===== config.mk =====
export PLATFORM = sky130hd
export DESIGN_NAME = branch_redirect_ctrl_flat
export DESIGN_NICKNAME = d
export VERILOG_FILES = /design/src/rtl/branch_redirect_ctrl_if.sv /design/src/rtl/branch_redirect_ctrl.sv /design/src/flat_wrapper.sv
export SDC_FILE = /design/constraint.sdc
export NUM_CORES = 1
export LEC_CHECK = 0
export CAP_MARGIN = 40
export CORE_MARGIN = 2
export CORE_UTILIZATION = 49
export CTS_CLUSTER_SIZE = 20
export DETAILED_ROUTE_END_ITERATION = 7
export GPL_TIMING_DRIVEN = 0
export PLACE_DENSITY = 0.95
export SLEW_MARGIN = 20
export SYNTH_ARGS = -nofsm -noshare
export SYNTH_HDL_FRONTEND = slang
export SYNTH_SLANG_ARGS = --single-unit
export TNS_END_PERCENT = 50

===== constraint.sdc =====
create_clock -name clk -period 4.9 [get_ports clk]
set_input_delay 0.98 -clock clk [delete_from_list [all_inputs] [get_ports clk]]
set_output_delay 0.98 -clock clk [all_outputs]
set_load 0.05 [all_outputs]

===== src/rtl/branch_redirect_ctrl_if.sv =====
`default_nettype none
// ============================================================================
// Module   : branch_redirect_ctrl_if
// Brief    : EX-stage branch request / fetch redirect bundle for
//            branch_redirect_ctrl. The controller uses the slave side.
// Revision : 1.0  initial release
// ============================================================================
interface branch_redirect_ctrl_if #(
    parameter int TGT_W = 16,
    parameter int CNT_W = 16
);
    // Requests and ALU flags from EX
    logic             br_valid;
    logic             jmp_valid;
    logic [1:0]       br_cond;
    logic             ZF;
    logic             SF;
    logic             OF;
    logic             CF;
    logic [TGT_W-1:0] br_target;
    logic             stall;
    // Redirect / flush towards IF and the pipeline registers
    logic             pc_redirect;
    logic [TGT_W-1:0] redirect_pc;
    logic             flush;
    logic             busy;
    logic [CNT_W-1:0] br_count;
    logic [CNT_W-1:0] taken_count;

    modport master (
        output br_valid, jmp_valid, br_cond, ZF, SF, OF, CF, br_target, stall,
        input  pc_redirect, redirect_pc, flush, busy, br_count, taken_count
    );

    modport slave (
        input  br_valid, jmp_valid, br_cond, ZF, SF, OF, CF, br_target, stall,
        output pc_redirect, redirect_pc, flush, busy, br_count, taken_count
    );
endinterface
`default_nettype wire


===== src/rtl/branch_redirect_ctrl.sv =====
`default_nettype none
// ============================================================================
// Module   : branch_redirect_ctrl
// Brief    : Resolves the branch/jump in EX, issues a one-cycle PC redirect
//            followed by a two-cycle wrong-path flush, and keeps saturating
//            branch / taken-branch counters.
// Revision : 1.0  initial release
// ============================================================================
module branch_redirect_ctrl #(
    parameter int TGT_W = 16,
    parameter int CNT_W = 16
) (
    input  wire                      clk,
    input  wire                      rst,
    branch_redirect_ctrl_if.slave    bus
);

    typedef enum logic [1:0] {
        S_IDLE   = 2'd0,
        S_REDIR  = 2'd1,
        S_FLUSH2 = 2'd2
    } state_t;

    state_t             state_q, state_d;
    logic [TGT_W-1:0]   redirect_pc_q, redirect_pc_d;
    logic [CNT_W-1:0]   br_cnt_q, br_cnt_d;
    logic [CNT_W-1:0]   tk_cnt_q, tk_cnt_d;

    logic               w_cond;
    logic               w_taken;
    logic               w_accept;
    logic               w_unused_flags;

    // OF/CF are reserved ALU flags; no condition currently uses them
    assign w_unused_flags = bus.OF ^ bus.CF;

    // Branch condition from ALU flags, then acceptance/taken qualification
    always_comb begin
        w_cond = 1'b0;
        unique case (bus.br_cond)
            2'b00:   w_cond = bus.ZF;
            2'b01:   w_cond = ~bus.ZF;
            2'b10:   w_cond = bus.SF;
            default: w_cond = bus.ZF | ~bus.SF;
        endcase
        w_accept = (state_q == S_IDLE) && !bus.stall && (bus.br_valid || bus.jmp_valid);
        w_taken  = bus.jmp_valid | (bus.br_valid & w_cond);
    end

    // Next state, redirect target and saturating counter updates
    always_comb begin
        state_d       = state_q;
        redirect_pc_d = redirect_pc_q;
        br_cnt_d      = br_cnt_q;
        tk_cnt_d      = tk_cnt_q;
        if (!bus.stall) begin
            unique case (state_q)
                S_IDLE: begin
                    if (w_accept) begin
                        if (!(&br_cnt_q)) br_cnt_d = br_cnt_q + 1'b1;
                        if (w_taken) begin
                            if (!(&tk_cnt_q)) tk_cnt_d = tk_cnt_q + 1'b1;
                            redirect_pc_d = bus.br_target;
                            state_d       = S_REDIR;
                        end
                    end
                end
                S_REDIR:  state_d = S_FLUSH2;
                S_FLUSH2: state_d = S_IDLE;
                default:  state_d = S_IDLE;
            endcase
        end
    end

    // State and datapath registers, cleared asynchronously
    always_ff @(posedge clk or posedge rst) begin
        if (rst) begin
            state_q       <= S_IDLE;
            redirect_pc_q <= '0;
            br_cnt_q      <= '0;
            tk_cnt_q      <= '0;
        end else begin
            state_q       <= state_d;
            redirect_pc_q <= redirect_pc_d;
            br_cnt_q      <= br_cnt_d;
            tk_cnt_q      <= tk_cnt_d;
        end
    end

    // Outputs are decoded purely from the registered state
    assign bus.pc_redirect = (state_q == S_REDIR);
    assign bus.flush       = (state_q == S_REDIR) || (state_q == S_FLUSH2);
    assign bus.busy        = (state_q != S_IDLE);
    assign bus.redirect_pc = redirect_pc_q;
    assign bus.br_count    = br_cnt_q;
    assign bus.taken_count = tk_cnt_q;

endmodule
`default_nettype wire


===== src/flat_wrapper.sv =====
// flat-port wrapper written by rule: the top's interface ports become plain ports
module branch_redirect_ctrl_flat 
#(
    parameter int TGT_W = 16,
    parameter int CNT_W = 16
)
  (clk, rst, bus_br_valid, bus_jmp_valid, bus_br_cond, bus_ZF, bus_SF, bus_OF, bus_CF, bus_br_target, bus_stall, bus_pc_redirect, bus_redirect_pc, bus_flush, bus_busy, bus_br_count, bus_taken_count);
  branch_redirect_ctrl_if #(.TGT_W(TGT_W), .CNT_W(CNT_W)) bus_i ();
  input  wire clk;
  input  wire rst;
  input wire logic [$bits(bus_i.br_valid)-1:0] bus_br_valid;
  input wire logic [$bits(bus_i.jmp_valid)-1:0] bus_jmp_valid;
  input wire logic [$bits(bus_i.br_cond)-1:0] bus_br_cond;
  input wire logic [$bits(bus_i.ZF)-1:0] bus_ZF;
  input wire logic [$bits(bus_i.SF)-1:0] bus_SF;
  input wire logic [$bits(bus_i.OF)-1:0] bus_OF;
  input wire logic [$bits(bus_i.CF)-1:0] bus_CF;
  input wire logic [$bits(bus_i.br_target)-1:0] bus_br_target;
  input wire logic [$bits(bus_i.stall)-1:0] bus_stall;
  output wire logic [$bits(bus_i.pc_redirect)-1:0] bus_pc_redirect;
  output wire logic [$bits(bus_i.redirect_pc)-1:0] bus_redirect_pc;
  output wire logic [$bits(bus_i.flush)-1:0] bus_flush;
  output wire logic [$bits(bus_i.busy)-1:0] bus_busy;
  output wire logic [$bits(bus_i.br_count)-1:0] bus_br_count;
  output wire logic [$bits(bus_i.taken_count)-1:0] bus_taken_count;
  assign bus_i.br_valid = bus_br_valid;
  assign bus_i.jmp_valid = bus_jmp_valid;
  assign bus_i.br_cond = bus_br_cond;
  assign bus_i.ZF = bus_ZF;
  assign bus_i.SF = bus_SF;
  assign bus_i.OF = bus_OF;
  assign bus_i.CF = bus_CF;
  assign bus_i.br_target = bus_br_target;
  assign bus_i.stall = bus_stall;
  assign bus_pc_redirect = bus_i.pc_redirect;
  assign bus_redirect_pc = bus_i.redirect_pc;
  assign bus_flush = bus_i.flush;
  assign bus_busy = bus_i.busy;
  assign bus_br_count = bus_i.br_count;
  assign bus_taken_count = bus_i.taken_count;
  branch_redirect_ctrl #(.TGT_W(TGT_W), .CNT_W(CNT_W)) u_core (.clk(clk), .rst(rst), .bus(bus_i));
endmodule

======== Yosys cells after proc, flatten, opt, wreduce, memory -nomap -nowiden ========
Cells that the tools add are included.
storage, ports and cells
  flip-flop bits (word level) ............. 50
  input bits .............................. 27
  output and inout bits ................... 51
  word-level logic and storage cells ...... 38
cells by class
  $add $sub $neg .......................... 2
  equal/unequal tests ..................... 6
  muxes and demuxes ....................... 4
  bitwise operators ....................... 8
  reductions and logical operators ........ 14
operator list
  kind                   number
  $add 16x1->16 const B  2
  $reduce_and 16->1      2
  $reduce_and 4->1       2
  $not 1->1              5
  $reduce_and 5->1       1
  $eq 2x1->1 const B     2
  $eq 2x2->1 const B     2
  $logic_not 2->1        2
  $mux 2                 2
  $ne 2x1->1 const B     2
  $pmux 2 s2             1
  $pmux 1 s3             1
  $reduce_and 3->1       1
  $logic_and 1x1->1      2
  $logic_or 1x1->1       2
  $or 1x1->1             2
  $reduce_bool 2->1      1
  $and 1x1->1            1
  $logic_not 1->1        1

======== Logic depth before layout (Yosys ltp) ========
Gate-level depths: netlist of run 1.
  word-level depth ........................ 8
  mapped depth ............................ 8
  depth with buffers taken out ............ 7

======== Worst setup path before layout of run 1 ========
OpenSTA, ideal clock, no wires.
  path kind ............................... input to register
  start ................................... in bus_stall
  end ..................................... reg u_core.tk_cnt_q[14] (netlist: u_core.bus.taken_count[14])
  library setup time ...................... 0.128 ns
  arrival time ............................ 2.212 ns
  required time ........................... 4.772 ns
  path slack .............................. 2.560 ns
  stages on the path ...................... 5
  path buffers ............................ 0
  cell sequence ........................... nand2b_4 -> nor2_8 -> o311ai_2 -> or4_1 -> mux2_1
between the ends
  cells in the longest elaborated chain, start to end .. 4
  elaborated cells between the ends (all ways) .. 5
  those cells by class .................... bitwise (1); reduce/logical (4)
ends and longest elaborated chain
  element                                RTL line                    text
  start, declared                        flat_wrapper.sv:19          input wire logic [$bits(bus_i.stall)-1:0] bus_stall;
  $logic_not 1->1                        branch_redirect_ctrl.sv:46  w_accept = (state_q == S_IDLE) && !bus.stall && (bus.br_valid || bus.jmp_valid);
  $logic_and 1x1->1 (2 in series)        branch_redirect_ctrl.sv:46
  $reduce_and 5->1 (no source line) (*)  -
  end signal, assigned                   branch_redirect_ctrl.sv:86  tk_cnt_q <= tk_cnt_d;
  end, declared                          branch_redirect_ctrl.sv:27  logic [CNT_W-1:0] tk_cnt_q, tk_cnt_d;
Every way passes the cells marked *; elsewhere a longest branch is shown, timed or not.
A chain may end at the register's enable or synchronous reset.

======== Final worst setup path of run 1 ========
  start ................................... reg u_core.state_q[0]
  end ..................................... out bus_busy
between the ends
  cells in the longest elaborated chain, start to end .. 1
ends and longest elaborated chain
  element                 RTL line                    text
  start, declared         branch_redirect_ctrl.sv:24  state_t state_q, state_d;
  start signal, assigned  branch_redirect_ctrl.sv:83  state_q <= state_d;
  $reduce_bool 2->1       branch_redirect_ctrl.sv:93  assign bus.busy = (state_q != S_IDLE);
  end, declared           flat_wrapper.sv:23          output wire logic [$bits(bus_i.busy)-1:0] bus_busy;
Every way passes these cells.

==> reports/results.ini, run 1 <==
[critical_path]
start_kind=flop
timing.rr.start=u_core.state_q[0]
path_class=reg -> out
critPathCaptureType=output port
cp_max_fo=3
cpPeakStageDelay_ns=0.79
reg2reg_slack_ns=2.77
worstPathArrival_ns=1.85
cp.depth=4
path_cells=inv_1, ha_1, inv_1, clkdlybuf4s50_1
critPathTopFamily=buffers and inverters
cp_slowest_cell=clkdlybuf4s50_1
reg2reg_depth=7
crit_buf_inv=3
critPathMostFrequentCell=inv_1
required_ns=3.92
timing.rr.end=u_core.bus.taken_count[14]

[route]
vias_per_cell=5.24
routed-via-count=1746
dr.pass1.iters=2
drtIter0Drc=86
wl_um=4680
drtAntennaViolNets=0
drcViolationCount=0
wl_per_cell_um=14.1

[synthesis]
seq_area_frac_synth_pct=52.8
yosysUniqueCellTypes=41
synth_area_leaders=dfrtp_1 53%, mux2_2 8.6%, xor2_1 6.7%
synth-seq-cells=50
avgSynthCellArea_um2=12.1
synth_warnings=0
synth.top_cell.area_share_pct=52.8
synth_top_area_cell=dfrtp_1
netlist_instances=196
synthesis.nets=228
netlist_area_um2=2370

[layout]
fin_nets=311
diodes=0
postLayoutCoreUtil_pct=70.0
final_cell_area_um2=3280
fin_cells=333
layout-drive-gt1-share_pct=15.1
syn_to_final_growth_pct=38.6

[clocking]
clkSlewWorstSetupHoldPaths_ns=0.08
cts_tree=done
cts_hold_buf=0
clock-sinks=50
clockRootBuffer=clkbuf_8
cts_resized=0
clock_path_buffers=2
clk_latency_ns=0.29
cts_setup_buffers=0
cts_buffers=5
cts_max_level=2

[run_status]
outcome=finished, final reports clean

[floorplan]
start_util_pct=50.5
die-width_um=73.5
core_region_area_um2=4690
rows=25
die_h_um=73.5
die_area_um2=5410
io_pins=78

[power_and_ir_drop]
finalPower_mw=1.83
ir_worst_vdd_v=0.000404
total_leakage_power_nw=1.47
power.density_nw_per_um2=558

[global_routing]
antenna_found_initial=0
grt_overflow=0
grt_pass1_vias=1653
grt.total_usage_pct=18.0
grt_pass1_wl_um=7580
grt_max_degree=27

[sta]
worst_pin_slew_ns=0.556
timing.hold.ws_ns=0.495
period_needed_ns=2.83
fin_crit_sh_pct=57.7
slew_headroom_pct=62.9
drv_slew=0
setup_tns_ns=0
finalHoldViolations=0
rsz0062_at_grt=false
fin_worst_skew_ns=0.00290
setup_viol=0
fin_ws_ns=2.07
max_freq_mhz=354

[placed_design]
dp_hpwl_um=3590
dp.cells=326
portBuffers=75
place_ws_ns=1.83
dpl_cell_area_um2=3210
place_congestion=0.787

[min_path]
holdPathStages=1
hold_end=u_core.bus.taken_count[9]
hold_path_class=reg -> reg
min-delay-start=u_core.bus.taken_count[9]

[flow_run]
drv_cap=0

flip-flops by register name, summed over array words and instances, names as in the netlist:
register / flops
u_core.state_q: 2
u_core.bus.br_count: 16
u_core.bus.redirect_pc: 16
u_core.bus.taken_count: 16
layout by cell type, fill, tap and decap left out, types with 2 or more instances in the layout:
cell type,instances
mux2_2,18
nand2_1,12
mux2_1,3
nor2_1,8
nand4_1,4
nand2b_1,2
nor4_1,3
dfrtp_1,50
and4_1,2
buf_2,3
xnor2_1,8
inv_1,6
clkbuf_1,2
nor4b_1,2
and2_1,2
clkdlybuf4s50_1,75
nor3_1,9
and3_1,2
clkbuf_8,5
xor2_1,18
ha_1,5
nand3_1,13
a21oi_1,2
o21a_1,2
nor2b_1,2
layer usage:
metal / GRT usage [%] / share of wire, % / up-vias
met5: 0 / 0 / -
met1: 23.5 / 44 / 843
met3: 4.66 / 5.7 / 4
met4: 3.64 / 0.56 / 0
met2: 30.6 / 50 / 51
li1: - / - / 848
synthesized netlist by cell type (all sizes together):
cell     n
nor4     3
a21oi    2
xnor2    8
nor3b    2
and2     3
nand4    5
xor2    18
o21ai    1
nor2b    2
nor4b    2
and4     4
mux2    22
nand2   13
or3      2
nor3    10
nor2    10
o211ai   1
or4      1
dfrtp   50
nand3   13
inv      7
nand2b   3
buf      3
o311ai   1
o21a     2
and3     3
ha       5
worst register-to-register path, stage by stage, from the launching register on:
cell	delay (ns)
dfrtp_1	0.40
inv_1	0.09
ha_1	0.24
nand2b_4	0.11
nor2_8	0.13
o311ai_2	0.17
or4_1	0.57
mux2_1	0.32
power breakdown:
group / internal (mW) / switching, mW / total [mW]
registers: 0.530 / 0.0932 / 0.623
clock network: 0.0985 / 0.118 / 0.217
logic: 0.368 / 0.625 / 0.993
total: 0.997 / 0.836 / 1.83
worst max path at each step:
stage	start	end	slack (ns)
global placement	rst	u_core.bus.redirect_pc[11]	1.80
global route	u_core.state_q[0]	bus_busy	1.94
finish	u_core.state_q[0]	bus_busy	2.07
CTS	u_core.state_q[0]	bus_busy	2.04
detailed placement	bus_br_cond[1]	u_core.state_q[0]	1.83
floorplan	bus_stall	u_core.bus.taken_count[14]	2.56
logic make-up after synthesis:
logic type               synth area share (%)
adder cells (fa/ha/maj)                  2.64
multiplexers                             10.6
flip-flops                               52.8
XOR/XNOR                                 9.61
AND/OR/NAND/NOR                          20.3
AO/OA/AOI/OAI                            2.27
buffers and inverters                    1.74
layout make-up:
class                   count  area [um2]
clock buffers               7        76.3
fillers                   352        1410
plain buffers               3        15.0
flip-flops and latches     50        1250
well taps                  54        67.6
inverters                   7        26.3
multi-input cells         136        1080
repair buffers             76         771
Power figures use the tool's default switching activity.
==> run 2, diff against run 1 <==
--- a/config.mk
+++ b/config.mk
@@ -7,11 +7,11 @@
 export LEC_CHECK = 0
 export CAP_MARGIN = 40
 export CORE_MARGIN = 2
-export CORE_UTILIZATION = 49
+export CORE_UTILIZATION = 46
 export CTS_CLUSTER_SIZE = 20
 export DETAILED_ROUTE_END_ITERATION = 7
 export GPL_TIMING_DRIVEN = 0
-export PLACE_DENSITY = 0.95
+export PLACE_DENSITY = 0.9
 export SLEW_MARGIN = 20
 export SYNTH_ARGS = -nofsm -noshare
 export SYNTH_HDL_FRONTEND = slang
==> constraint.sdc (replaced) <==
create_clock -name clk -period 2.9 [get_ports clk]
set_input_delay 0.58 -clock clk [delete_from_list [all_inputs] [get_ports clk]]
set_output_delay 0.58 -clock clk [all_outputs]
set_load 0.05 [all_outputs]
==> reports/results.ini, run 2 (same netlist as run 1, synthesis figures left out) <==
[run_status]
outcome=finished, final reports clean

[critical_path]
reg2reg_depth=7
path_class=reg -> out
crit_start=u_core.state_q[0]
timing.rr.start=u_core.state_q[1]
start_kind=flop
reg2reg_slack_ns=0.78
critical_path.endpoint=bus_busy
worstPathArrival_ns=1.86
required_ns=2.32
cp_max_fo=3
critPathCaptureType=output port
timing.rr.end=u_core.bus.taken_count[14]

[clocking]
cts_max_level=2
clk_latency_ns=0.30
cts_buffers=5
cts_hold_buf=0
cts_tree=done
clockRootBuffer=clkbuf_8
clock_path_buffers=2
clock-sinks=50
cts_resized=0
cts_setup_buffers=0
clkSlewWorstSetupHoldPaths_ns=0.09

[sta]
drv_slew=0
setup_tns_ns=0
period_needed_ns=2.44
max_freq_mhz=410
slew_headroom_pct=58.5
finalHoldViolations=0
worst_pin_slew_ns=0.622
fin_worst_skew_ns=0.00804
setup_viol=0
rsz0062_at_grt=false
fin_crit_sh_pct=84.0

[floorplan]
die_area_um2=5740
io_pins=78
start_util_pct=47.0
die-width_um=75.8
core_region_area_um2=5040
die_h_um=75.8
rows=26

[route]
drtIter0Drc=28
routed-via-count=1755
drcViolationCount=0
dr.pass1.iters=4
wl_um=4790
vias_per_cell=5.01
drtAntennaViolNets=0
wl_per_cell_um=13.7

[layout]
layout-drive-gt1-share_pct=16.1
syn_to_final_growth_pct=42.6
final_cell_area_um2=3380
mostFrequentLayoutCells=75 x clkdlybuf4s50_1, 50 x dfrtp_1, 18 x xor2_1, 18 x mux2_2, 13 x nand3_1
fin_nets=311
layout_commonest_cell=clkdlybuf4s50_1
diodes=0

[power_and_ir_drop]
switching_power_mw=1.45
p_seq_share_pct=31.6
total_leakage_power_nw=1.50
combinationalPowerShare_pct=50.5
p_sw_share_pct=43.4
power.density_nw_per_um2=987
ir_worst_vdd_v=0.000677
p_int_mw=1.89
p_clk_share_pct=17.9

[global_routing]
grt_pass1_vias=1711
grt_pass1_wl_um=7650
grt_overflow=0
grt_max_degree=29
grt.total_usage_pct=17.4
antenna_found_initial=0

[placed_design]
portBuffers=75
dp_hpwl_um=3610
dpl_cell_area_um2=3230
place_congestion=0.791

[min_path]
hold_path_class=reg -> reg

[flow_run]
drv_cap=0

[run 2: changes by cell type in the layout (fill, tap and decap cells not counted), sizes merged]
cell	change
bufinv	+2
clkbuf	-1
[run 2: per-layer routing]
metal	track usage, %	share of wire (%)
met5	0	0
met3	3.44	5.1
met1	20.8	42
met2	30.5	51
met4	7.21	1.5
[run 2: power groups by stage]
stage               Sequential (mW)  Combinational [mW]  Clock [mW]
floorplan                      1.69               0.506           0
global placement               1.05                1.66           0
detailed placement             1.07                1.70           0
CTS                            1.06                1.70       0.612
global route                   1.08                1.78       0.637
finish                         1.05                1.68       0.596
[run 2: per-stage QoR]
step	cells	utilization, %	setup WS [ns]	total power [mW]	hold WS [ns]
final	350	67.0	0.464	3.33	0.493
after global routing	350	67.0	0.376	3.50	0.519
after CTS	350	67.0	0.444	3.37	0.497
after detailed placement	342	64.1	0.175	2.77	0.478
after global placement	341	63.6	0.176	2.71	0.478
after floorplan	196	-	0.749	2.20	0.479
[run 2: worst max-delay path: stages (launching register included)]
cell             delay [ns]
dfrtp_1                0.37
inv_1                  0.06
ha_1                   0.25
inv_1                  0.08
clkdlybuf4s50_1        0.79
[run 2: worst min path at each step]
stage,start,endpoint,slack (ns),cells past startpoint
3_3_place_gp,u_core.bus.br_count[7],u_core.bus.br_count[7],0.48,1
3_5_place_dp,u_core.bus.taken_count[5],u_core.bus.taken_count[5],0.48,1
4_1_cts,u_core.bus.taken_count[5],u_core.bus.taken_count[5],0.50,1
5_1_grt,u_core.bus.br_count[7],u_core.bus.br_count[7],0.52,1
2_1_floorplan,u_core.state_q[1],u_core.state_q[1],0.48,1
6_report,u_core.bus.taken_count[5],u_core.bus.taken_count[5],0.49,1
[run 2: cell type report]
cell class	instances	area, um2
Buffer	3	15.0
Clock buffer	6	82.6
Clock inverter	2	60.1
Fill cell	400	1670
Inverter	7	26.3
Multi-Input combinational cell	136	1080
Sequential cell	50	1250
Tap cell	70	87.6
Timing Repair Buffer	76	778
